## config.mk

```make
export PLATFORM = sky130hd
export DESIGN_NAME = aidc_lite_decomp_sr_gear_flat
export DESIGN_NICKNAME = d
export VERILOG_FILES = /design/src/rtl/aidc_lite_decomp_sr_gear_pkg.sv /design/src/rtl/aidc_lite_decomp_sr_gear_if.sv /design/src/rtl/aidc_lite_decomp_sr_gear_unpack.sv /design/src/rtl/aidc_lite_decomp_sr_gear.sv /design/src/flat_wrapper.sv
export SDC_FILE = /design/constraint.sdc
export NUM_CORES = 1
export LEC_CHECK = 0
export CORE_MARGIN = 2
export CORE_UTILIZATION = 45
export DETAILED_ROUTE_END_ITERATION = 10
export PLACE_DENSITY = 0.86
export SLEW_MARGIN = 10
export SYNTH_ARGS = -nofsm -noshare
export SYNTH_HDL_FRONTEND = slang
export SYNTH_HIERARCHICAL = 1
export SYNTH_SLANG_ARGS = --single-unit
```

## constraint.sdc

```tcl
create_clock -name clk -period 4.54 [get_ports clk]
set_clock_uncertainty 0.15 [all_clocks]
set_input_delay 0.908 -clock clk [delete_from_list [all_inputs] [get_ports clk]]
set_output_delay 0.908 -clock clk [all_outputs]
set_load 0.005 [all_outputs]
```

## src/rtl/aidc_lite_decomp_sr_gear_pkg.sv

```systemverilog
// Package for the AIDC-Lite sign-reduction decompressor.
// Holds the FSM state encoding, the reduction-mode encoding and the
// sign-extension helper that the unpack logic uses.
// Used by aidc_lite_decomp_sr_gear and aidc_lite_sr_unpack.
package aidc_lite_sr_pkg;

  typedef enum logic [1:0] {
    S_IDLE = 2'd0,
    S_RUN  = 2'd1,
    S_HALF = 2'd2
  } sr_state_e;

  typedef enum logic {
    SR_MODE_8B = 1'b0,
    SR_MODE_4B = 1'b1
  } sr_mode_e;

  // Widest element the helper can produce; callers keep the low ELEM_W bits.
  localparam int SR_EXT_W = 64;

  // Sign-extends the low 'width' bits (1..8) of value.
  function automatic logic [SR_EXT_W-1:0] sr_sext(input logic [7:0] value, input int width);
    logic [SR_EXT_W-1:0] res;
    logic [2:0]          msb;
    msb = 3'(width - 1);
    res = {SR_EXT_W{value[msb]}};
    for (int i = 0; i < 8; i++) begin
      if (i < width) res[i] = value[i];
    end
    return res;
  endfunction

endpackage

```

## src/rtl/aidc_lite_decomp_sr_gear_if.sv

```systemverilog
// Beat-in / buffer-write-out bundle of the SR decompressor.
// master: upstream source and buffer sink (drives beats, observes writes).
// slave : the decompressor.
// Beat side : valid_i, ready_o, sop_i, eop_i, mode_i, data_i[IN_W]
// Write side: valid_o, addr_o[ADDR_W], data_o[OUT_W], done_o
// Parameters must match those of the decompressor it is bound to.
interface aidc_lite_decomp_sr_gear_if #(
  parameter int IN_W   = 32,
  parameter int ELEM_W = 16,
  parameter int ADDR_W = 4
);
  localparam int OUT_W = (IN_W / 8) * ELEM_W;

  logic              valid_i;
  logic              ready_o;
  logic              sop_i;
  logic              eop_i;
  logic              mode_i;
  logic [IN_W-1:0]   data_i;
  logic              valid_o;
  logic [ADDR_W-1:0] addr_o;
  logic [OUT_W-1:0]  data_o;
  logic              done_o;

  modport master (
    output valid_i, sop_i, eop_i, mode_i, data_i,
    input  ready_o, valid_o, addr_o, data_o, done_o
  );

  modport slave (
    input  valid_i, sop_i, eop_i, mode_i, data_i,
    output ready_o, valid_o, addr_o, data_o, done_o
  );
endinterface

```

## src/rtl/aidc_lite_decomp_sr_gear_unpack.sv

```systemverilog
// Combinational element unpacker for the SR decompressor.
// Ports: i_data (beat or zero-extended half beat), i_mode (8/4-bit elements),
//        i_sop_trunc (top element loses HDR_W header bits), o_word (OUT_W).
// Element k comes from i_data[k*R +: R] and lands at o_word[k*ELEM_W +: ELEM_W].
module aidc_lite_sr_unpack
  import aidc_lite_sr_pkg::*;
#(
  parameter int IN_W   = 32,
  parameter int ELEM_W = 16,
  parameter int HDR_W  = 1
) (
  input  logic [IN_W-1:0]             i_data,
  input  sr_mode_e                    i_mode,
  input  logic                        i_sop_trunc,
  output logic [(IN_W/8)*ELEM_W-1:0]  o_word
);
  localparam int N = IN_W / 8;

  always_comb begin
    logic [7:0]          w_raw;
    int                  w_len;
    logic [SR_EXT_W-1:0] w_ext;
    o_word = '0;
    w_raw  = '0;
    w_len  = 8;
    w_ext  = '0;
    for (int k = 0; k < N; k++) begin
      if (i_mode == SR_MODE_8B) begin
        w_raw = i_data[k*8 +: 8];
        w_len = 8;
      end else begin
        w_raw = {4'b0000, i_data[k*4 +: 4]};
        w_len = 4;
      end
      // Header bits sit above the topmost element; its sign bit moves down.
      if (i_sop_trunc && (k == N - 1)) w_len = w_len - HDR_W;
      w_ext = sr_sext(w_raw, w_len);
      o_word[k*ELEM_W +: ELEM_W] = w_ext[ELEM_W-1:0];
    end
  end
endmodule

```

## src/rtl/aidc_lite_decomp_sr_gear.sv

```systemverilog
// AIDC-Lite sign-reduction decompressor with 1:2 gearbox for 4-bit mode.
// Ports: clk, rst_n (synchronous, active-low), bus (slave modport of
//        aidc_lite_decomp_sr_gear_if: beat input + buffer write output).
// Optional: define AIDC_LITE_SR_ERR_CHK_EN to add the sticky err_o output
//           flagging protocol violations and address wrap without eop.
// Write outputs are forced to zero when valid_o=0 because the shared
// buffer ORs the writes of all decompressors.
//
// state  | meaning
// S_IDLE | done, waiting for sop
// S_RUN  | block in progress
// S_HALF | upper half of a 4-bit beat pending
module aidc_lite_decomp_sr_gear
  import aidc_lite_sr_pkg::*;
#(
  parameter int IN_W   = 32,
  parameter int ELEM_W = 16,
  parameter int ADDR_W = 4,
  parameter int HDR_W  = 1
) (
  input  logic clk,
  input  logic rst_n,
  aidc_lite_decomp_sr_gear_if.slave bus
`ifdef AIDC_LITE_SR_ERR_CHK_EN
  ,
  output logic err_o
`endif
);
  localparam int OUT_W  = (IN_W / 8) * ELEM_W;
  localparam int HALF_W = IN_W / 2;

  sr_state_e         r_state, w_state_nxt;
  sr_mode_e          r_mode;
  sr_mode_e          w_mode;
  logic              w_acc;
  logic [HALF_W-1:0] r_hi;
  logic              r_hi_sop;
  logic              r_hi_eop;
  logic [ADDR_W-1:0] r_cnt;
  logic              r_valid_o;
  logic [ADDR_W-1:0] r_addr_o;
  logic [OUT_W-1:0]  r_data_o;
  logic              r_done;
  logic [IN_W-1:0]   w_unp_in;
  sr_mode_e          w_unp_mode;
  logic              w_unp_trunc;
  logic [OUT_W-1:0]  w_unp_word;

  assign w_acc  = bus.valid_i && (r_state != S_HALF);
  // The sop beat itself uses the incoming mode; it is latched for the rest.
  assign w_mode = bus.sop_i ? sr_mode_e'(bus.mode_i) : r_mode;

  // Single unpacker: the held upper half in S_HALF, otherwise the live beat.
  assign w_unp_in    = (r_state == S_HALF) ? {{(IN_W-HALF_W){1'b0}}, r_hi} : bus.data_i;
  assign w_unp_mode  = (r_state == S_HALF) ? SR_MODE_4B : w_mode;
  assign w_unp_trunc = (r_state == S_HALF) ? r_hi_sop : (bus.sop_i && (w_mode == SR_MODE_8B));

  aidc_lite_sr_unpack #(
    .IN_W   (IN_W),
    .ELEM_W (ELEM_W),
    .HDR_W  (HDR_W)
  ) u_unpack (
    .i_data      (w_unp_in),
    .i_mode      (w_unp_mode),
    .i_sop_trunc (w_unp_trunc),
    .o_word      (w_unp_word)
  );

  always_ff @(posedge clk) begin
    if (!rst_n) r_state <= S_IDLE;
    else        r_state <= w_state_nxt;
  end

  always_comb begin
    w_state_nxt = r_state;
    case (r_state)
      S_HALF: w_state_nxt = r_hi_eop ? S_IDLE : S_RUN;
      default: begin
        if (w_acc) begin
          if (w_mode == SR_MODE_4B) w_state_nxt = S_HALF;
          else if (bus.eop_i)       w_state_nxt = S_IDLE;
          else if (bus.sop_i)       w_state_nxt = S_RUN;
        end
      end
    endcase
  end

  always_ff @(posedge clk) begin
    if (!rst_n) begin
      r_mode    <= SR_MODE_8B;
      r_hi      <= '0;
      r_hi_sop  <= 1'b0;
      r_hi_eop  <= 1'b0;
      r_cnt     <= '0;
      r_valid_o <= 1'b0;
      r_addr_o  <= '0;
      r_data_o  <= '0;
      r_done    <= 1'b1;
    end else begin
      r_valid_o <= 1'b0;
      r_addr_o  <= '0;
      r_data_o  <= '0;
      if (r_state == S_HALF) begin
        r_valid_o <= 1'b1;
        r_addr_o  <= r_cnt;
        r_data_o  <= w_unp_word;
        if (r_hi_eop) begin
          r_cnt  <= '0;
          r_done <= 1'b1;
        end else begin
          r_cnt  <= r_cnt + 1'b1;
        end
      end else if (w_acc) begin
        r_valid_o <= 1'b1;
        r_addr_o  <= r_cnt;
        r_data_o  <= w_unp_word;
        r_hi      <= bus.data_i[IN_W-1 -: HALF_W];
        r_hi_sop  <= bus.sop_i;
        r_hi_eop  <= bus.eop_i;
        if (bus.sop_i) r_mode <= sr_mode_e'(bus.mode_i);
        if ((w_mode == SR_MODE_8B) && bus.eop_i) begin
          r_cnt  <= '0;
          r_done <= 1'b1;
        end else begin
          r_cnt  <= r_cnt + 1'b1;
          if (bus.sop_i) r_done <= 1'b0;
        end
      end
    end
  end

  assign bus.ready_o = (r_state != S_HALF);
  assign bus.valid_o = r_valid_o;
  assign bus.addr_o  = r_addr_o;
  assign bus.data_o  = r_data_o;
  assign bus.done_o  = r_done;

`ifdef AIDC_LITE_SR_ERR_CHK_EN
  logic r_err;
  logic w_wrap;
  logic w_err_evt;

  // Counter steps past its top value without an eop clearing it.
  assign w_wrap = (r_cnt == {ADDR_W{1'b1}}) &&
                  (((r_state == S_HALF) && !r_hi_eop) ||
                   (w_acc && !((w_mode == SR_MODE_8B) && bus.eop_i)));

  assign w_err_evt = (w_acc && !bus.sop_i && (r_state == S_IDLE)) ||
                     (w_acc && bus.sop_i && (r_state == S_RUN)) ||
                     w_wrap;

  always_ff @(posedge clk) begin
    if (!rst_n)         r_err <= 1'b0;
    else if (w_err_evt) r_err <= 1'b1;
  end

  assign err_o = r_err;
`endif
endmodule
```

## src/flat_wrapper.sv

```systemverilog
// flat-port wrapper written by rule: the top's interface ports become plain ports
module aidc_lite_decomp_sr_gear_flat import aidc_lite_sr_pkg::*;
#(
  parameter int IN_W   = 32,
  parameter int ELEM_W = 16,
  parameter int ADDR_W = 4,
  parameter int HDR_W  = 1
)
  (clk, rst_n, bus_valid_i, bus_sop_i, bus_eop_i, bus_mode_i, bus_data_i, bus_ready_o, bus_valid_o, bus_addr_o, bus_data_o, bus_done_o);
  aidc_lite_decomp_sr_gear_if #(.IN_W(IN_W), .ELEM_W(ELEM_W), .ADDR_W(ADDR_W)) bus_i ();
  input  logic clk;
  input  logic rst_n;
  input wire logic [$bits(bus_i.valid_i)-1:0] bus_valid_i;
  input wire logic [$bits(bus_i.sop_i)-1:0] bus_sop_i;
  input wire logic [$bits(bus_i.eop_i)-1:0] bus_eop_i;
  input wire logic [$bits(bus_i.mode_i)-1:0] bus_mode_i;
  input wire logic [$bits(bus_i.data_i)-1:0] bus_data_i;
  output wire logic [$bits(bus_i.ready_o)-1:0] bus_ready_o;
  output wire logic [$bits(bus_i.valid_o)-1:0] bus_valid_o;
  output wire logic [$bits(bus_i.addr_o)-1:0] bus_addr_o;
  output wire logic [$bits(bus_i.data_o)-1:0] bus_data_o;
  output wire logic [$bits(bus_i.done_o)-1:0] bus_done_o;
  assign bus_i.valid_i = bus_valid_i;
  assign bus_i.sop_i = bus_sop_i;
  assign bus_i.eop_i = bus_eop_i;
  assign bus_i.mode_i = bus_mode_i;
  assign bus_i.data_i = bus_data_i;
  assign bus_ready_o = bus_i.ready_o;
  assign bus_valid_o = bus_i.valid_o;
  assign bus_addr_o = bus_i.addr_o;
  assign bus_data_o = bus_i.data_o;
  assign bus_done_o = bus_i.done_o;
  aidc_lite_decomp_sr_gear #(.IN_W(IN_W), .ELEM_W(ELEM_W), .ADDR_W(ADDR_W), .HDR_W(HDR_W)) u_core (.clk(clk), .rst_n(rst_n), .bus(bus_i));
endmodule
```

Word-level counts from Yosys, hierarchy flattened. Index checks and enable logic that the tools add are counted.

Add/subtract/negate cells: 3. Magnitude comparators: 18. Equal/unequal tests: 3. Muxes and demuxes: 71. Bitwise logic cells: 2. Reductions and logical operators: 9.

Operators by type and width (count): < comparator 4 x 32 -> 1 bit (first input constant) (8); < comparator 3 x 32 -> 1 bit (first input constant) (4); 2-to-1 mux 64 bit (2); < comparator 1 x 32 -> 1 bit (first input constant) (2); < comparator 2 x 32 -> 1 bit (first input constant) (2); 2-to-1 mux 32 bit (2); 2-to-1 mux 1 bit (47); 2-to-1 mux 8 bit (4); subtractor 32 x 2 -> 32 bit (second input constant) (1); 2-to-1 mux 4 bit (7); binary-select mux 1 bit (select 3 bit) (4); 2-to-1 mux 2 bit (5); < comparator 3 x 4 -> 1 bit (second input constant) (2); adder 4 x 1 -> 4 bit (second input constant) (1); AND reduction 2 bit (2); nonzero test 4 bit (1); logical AND 1 bit (3); AND reduction 3 bit (1); nonzero test 3 bit (1); subtractor 3 x 2 -> 3 bit (second input constant) (1); == test 2 bit (second input constant) (1); inequality test 2 x 1 -> 1 bit (second input constant) (1); inequality test 2 bit (second input constant) (1); NOT 1 bit (2); nonzero test 2 bit (1).

Register bits: 95. Input port bits: 38. Output and inout port bits: 71. Logic and storage cells: 116.

Depth between registers and ports, before layout.
Depth in word-level cells: 11. Mapped depth: 10. Mapped depth without buffers: 7.

Cells and area by module. The synthesis kept the hierarchy.

Modules (own cells, without submodules): aidc_lite_decomp_sr_gear (instances 1, cells each 343, area each 3284.4 um2, seq. area each 1901.8 um2); aidc_lite_sr_unpack (instances 1, cells each 91, area each 620.6 um2, seq. area each 0.0 um2).

Worst setup path before layout. No wires, ideal clock.

Path type: input to register. Start point: input port bus_sop_i. End point: register u_core.r_data_o[10], in the netlist u_core/bus.data_o[10]. Arrival: 2.476 ns. Setup slack: 1.855 ns. Stages: 7. Buffers on the path: 3. Cell sequence: mux2i_1 nand2_1 buf_6 buf_2 o21ai_0 buf_4 and2_1.

Cells in the longest elaborated chain, start to end: 8. Elaborated cells between the ends (all ways): 9. Classes of those cells: add/sub: 1; mux: 8.

RTL lines: start, declared (line flat_wrapper.sv:14) `input wire logic [$bits(bus_i.sop_i)-1:0] bus_sop_i;`; 2-to-1 mux 1 bit (*); 2-to-1 mux 1 bit (*) (line aidc_lite_decomp_sr_gear.sv:55) `assign w_unp_mode = (r_state == S_HALF) ? SR_MODE_4B : w_mode;`; net u_core.w_unp_mode (line aidc_lite_decomp_sr_gear.sv:45) `sr_mode_e w_unp_mode;`; 2-to-1 mux 4 bit (line aidc_lite_decomp_sr_gear_unpack.sv:28) `if (i_mode == SR_MODE_8B) begin`; subtractor 32 x 2 -> 32 bit; binary-select mux 1 bit (select 3 bit) (*) (line aidc_lite_decomp_sr_gear_pkg.sv:26) `res = {SR_EXT_W{value[msb]}};`; 2-to-1 mux 1 bit (implied by the code) (*) (line aidc_lite_decomp_sr_gear_pkg.sv:26); net u_core.w_unp_word[10] (line aidc_lite_decomp_sr_gear.sv:47) `logic [OUT_W-1:0] w_unp_word;`; 2-to-1 mux 64 bit (line aidc_lite_decomp_sr_gear.sv:113) `end else if (w_acc) begin`; 2-to-1 mux 64 bit (*) (line aidc_lite_decomp_sr_gear.sv:103) `if (r_state == S_HALF) begin`; end signal, assigned (line aidc_lite_decomp_sr_gear.sv:106) `r_data_o <= w_unp_word;`; end signal, assigned (line aidc_lite_decomp_sr_gear.sv:116) `r_data_o <= w_unp_word;`; end, declared (line aidc_lite_decomp_sr_gear.sv:42) `logic [OUT_W-1:0] r_data_o;`.

Mark *: on every way through the listed nets, which the timed path passes. The rest lies on a longest branch. The select of a mux whose other input is x is not followed. A chain may end at the register's enable or synchronous reset.

Worst setup path in the final report.
Start point: register u_core.r_state[0]. End point: output port bus_ready_o.

Cells in the longest elaborated chain, start to end: 1.

RTL lines: start, declared (line aidc_lite_decomp_sr_gear.sv:32) `sr_state_e r_state, w_state_nxt;`; start signal, assigned (line aidc_lite_decomp_sr_gear.sv:71) `else r_state <= w_state_nxt;`; inequality test 2 bit (line aidc_lite_decomp_sr_gear.sv:132) `assign bus.ready_o = (r_state != S_HALF);`; end, declared (line flat_wrapper.sv:18) `output wire logic [$bits(bus_i.ready_o)-1:0] bus_ready_o;`.

Every way passes these cells.

==> run summary <==
TritonCTS clock tree = yes
DR WL/cell = 12.83 um
Drt first pass iters = 4
Setup slack after layout = 1.591 ns
Placer congestion estimate = 0.8412
Port Buf Inserts = 108
Vias in the first global route = 2638
Worst hold margin = 0.3173 ns
TritonCTS Buffers = 9
Static leakage = 2.024 nW
Hpwl dp = 5737 um
Cells after Synth = 434
Yosys reg bits = 95
Crit path max fanout = 40
Slew Viols, Final = 0
Crit path kind = register to primary output
Initial drt markers = 100
Worst Tran Pin Value = 1.024 ns
Height of the die = 97.16 um
Crit start category = register
Most frequent cell after synthesis = dfxtp_1
Synth unique cells = 35
Final hold violations = 0
Unrepaired setup endpoints after global routing = false
Antenna violations before repair = 0
Post-layout min period = 2.949 ns
Clock root buffer = clkbuf_8
DRT antenna net count = 0
Post-cts sizing count = 0
Setup repair bufs after CTS = 0
Worst-path clk slew = 0.08 ns
Max-cap viol count = 0
Sequential area share after synthesis = 48.70%
Synth cell count leaders = 95 x dfxtp_1, 94 x nand2_1, 85 x and2_1
Die width = 97.16 um
Total congestion overflow = 0
Clk_lat worst skew = 0.35 ns
Hold crit path type = register to register
Initial core utilization = 47.05%
Setup-failing EPs final = 0
IO Count = 109
Status = finished clean
Total number of vias = 2785
Clock Power Share = 28.8%
VDD IR-drop max = 0.1431 mV
Pwr dens = 347.8 nW/um^2
Dpl ws = 1.233 ns
Final Instance Area = 4896 um^2
Routed vias/inst = 4.588
Final #Nets = 536
Setup TNS after final layout = 0 ns
Clk sink count = 95
Setup crit end kind = primary output
Post-synth EDFFs = 0
GRT Total Usage = 16.34%
Most used DFF post-synth = dfxtp_1
Seq pwr share = 53.4%
Dpl cell area = 4720 um^2
Comb power frac = 17.8%
Post-Syn Nets = 473
DRC = 0
Largest net degree at the start of global routing = 70
Relative slew slack = 31.60%
Top-area cell type share of the netlist area = 48.70%
ANT cells = 0
CTS HTree Levels = 3
NetSw = 0.4283 mW
Async S/R FF share, synth = 0%
Fmax achieved = 0.3391 GHz
Synthesized cell area = 3905 um^2
Final Cycle Share = 64.96%
Die ar. = 9439 um^2
Core area = 8299 um^2
Total Routed Length = 7790 um
Area growth from synthesis to layout = 25.38%
Post-synth top area cell = dfxtp_1
First-pass GRT wire length = 12450 um
Placement row count = 33
Reg-to-reg slack, setup = 2.02 ns
Post-CTS Hold Fix Bufs = 0
Sw frac = 25.16%
Share of cells above drive strength 1 = 6.375%
Synthesis Warnings = 6
Syn Area/Cell = 8.998 um^2
Worst Path Arrival = 1.89 ns
Max clock buf depth = 2
Fill cells = 753
Internal power = 1.274 mW
Req. time, crit path = 3.48 ns
Synth top area cells = dfxtp_1 49%, and2_1 14%, nand2_1 9.0%, buf_4 7.5%, a21boi_0 3.5%
==> sequential cells by signal, indices dropped and copies added (netlist names) <==
name / cells
u_core/r_state: 2
u_core/bus.valid_o: 1
u_core/bus.data_o: 64
u_core/r_hi_eop: 1
u_core/r_hi_sop: 1
u_core/r_hi: 16
u_core/r_mode: 1
u_core/r_cnt: 4
u_core/bus.done_o: 1
u_core/bus.addr_o: 4
==> kinds of logic after synthesis <==
kind of cell | share of synthesized area, %
XOR/XNOR | 0.2243
buffers and inverters | 12.27
AO/OA/AOI/OAI | 8.587
adder cells (fa/ha/maj) | 0.3204
multiplexers | 4.742
AND/OR/NAND/NOR | 25.15
flip-flops | 48.70
==> cells in the final DEF, fill, tap and decap left out, types with 3 or more instances in the layout <==
master           instances
and2_1                  85
a21boi_0                18
mux2_4                   3
nor2_1                   7
clkbuf_8                10
mux2_2                   6
mux2i_1                  5
dfxtp_1                 95
inv_1                   16
clkdlybuf4s50_1        108
nand2_1                 94
clkinvlp_4               3
a21oi_1                  9
o21ai_0                 19
==> final cells by class <==
| class | count | area (um^2) | share of cell area (%) |
|---|---|---|---|
| inverter | 17 | 66.31 | 1.354 |
| clock inverter | 4 | 31.28 | 0.6389 |
| multi-input combinational | 264 | 1524 | 31.13 |
| sequential | 95 | 1902 | 38.84 |
| clock buffer | 12 | 145.1 | 2.964 |
| timing repair buffer | 110 | 1096 | 22.39 |
| tap | 105 | 131.4 | 2.683 |
==> per-layer routing <==
layer	global-route usage, %	up-vias	wire (um)
met5	0	-	0
met4	7.151	0	138
met3	5.324	8	507
met2	27.40	89	3645
met1	19.07	1247	3499
li1	-	1441	-
==> stage by stage <==
step                      util (%)  cells  power, mW
final                        58.99    607      1.703
after global routing         58.99    607      1.791
after CTS                    58.99    607      1.723
after detailed placement     56.87    591      1.235
after global placement       56.87    591      1.224
after floorplan                  -    434      1.152
==> power groups by stage <==
stage                     Combinational (mW)  Clock [mW]  Sequential (mW)
after floorplan                        0.220           0            0.932
after global placement                 0.296           0            0.928
after detailed placement               0.305           0            0.930
after CTS                              0.306       0.507            0.910
after global routing                   0.333       0.543            0.915
final                                  0.303       0.490            0.909
==> final timing paths <==
check,from,end,depth (start not counted)
hold / removal,u_core/r_hi[12],u_core/r_hi[12],2
setup reg to reg,u_core/r_state[0],u_core/bus.data_o[59],7
hold reg to reg,u_core/r_hi[12],u_core/r_hi[12],2
setup / recovery,u_core/r_state[0],bus_ready_o,3
==> critical path: stages, from the launching register on <==
cell and delay (ns):
dfxtp_1 0.33, and2b_4 0.29, inv_4 0.33, clkdlybuf4s50_1 0.58
Note: power is estimated with default switching activity, not from simulation.
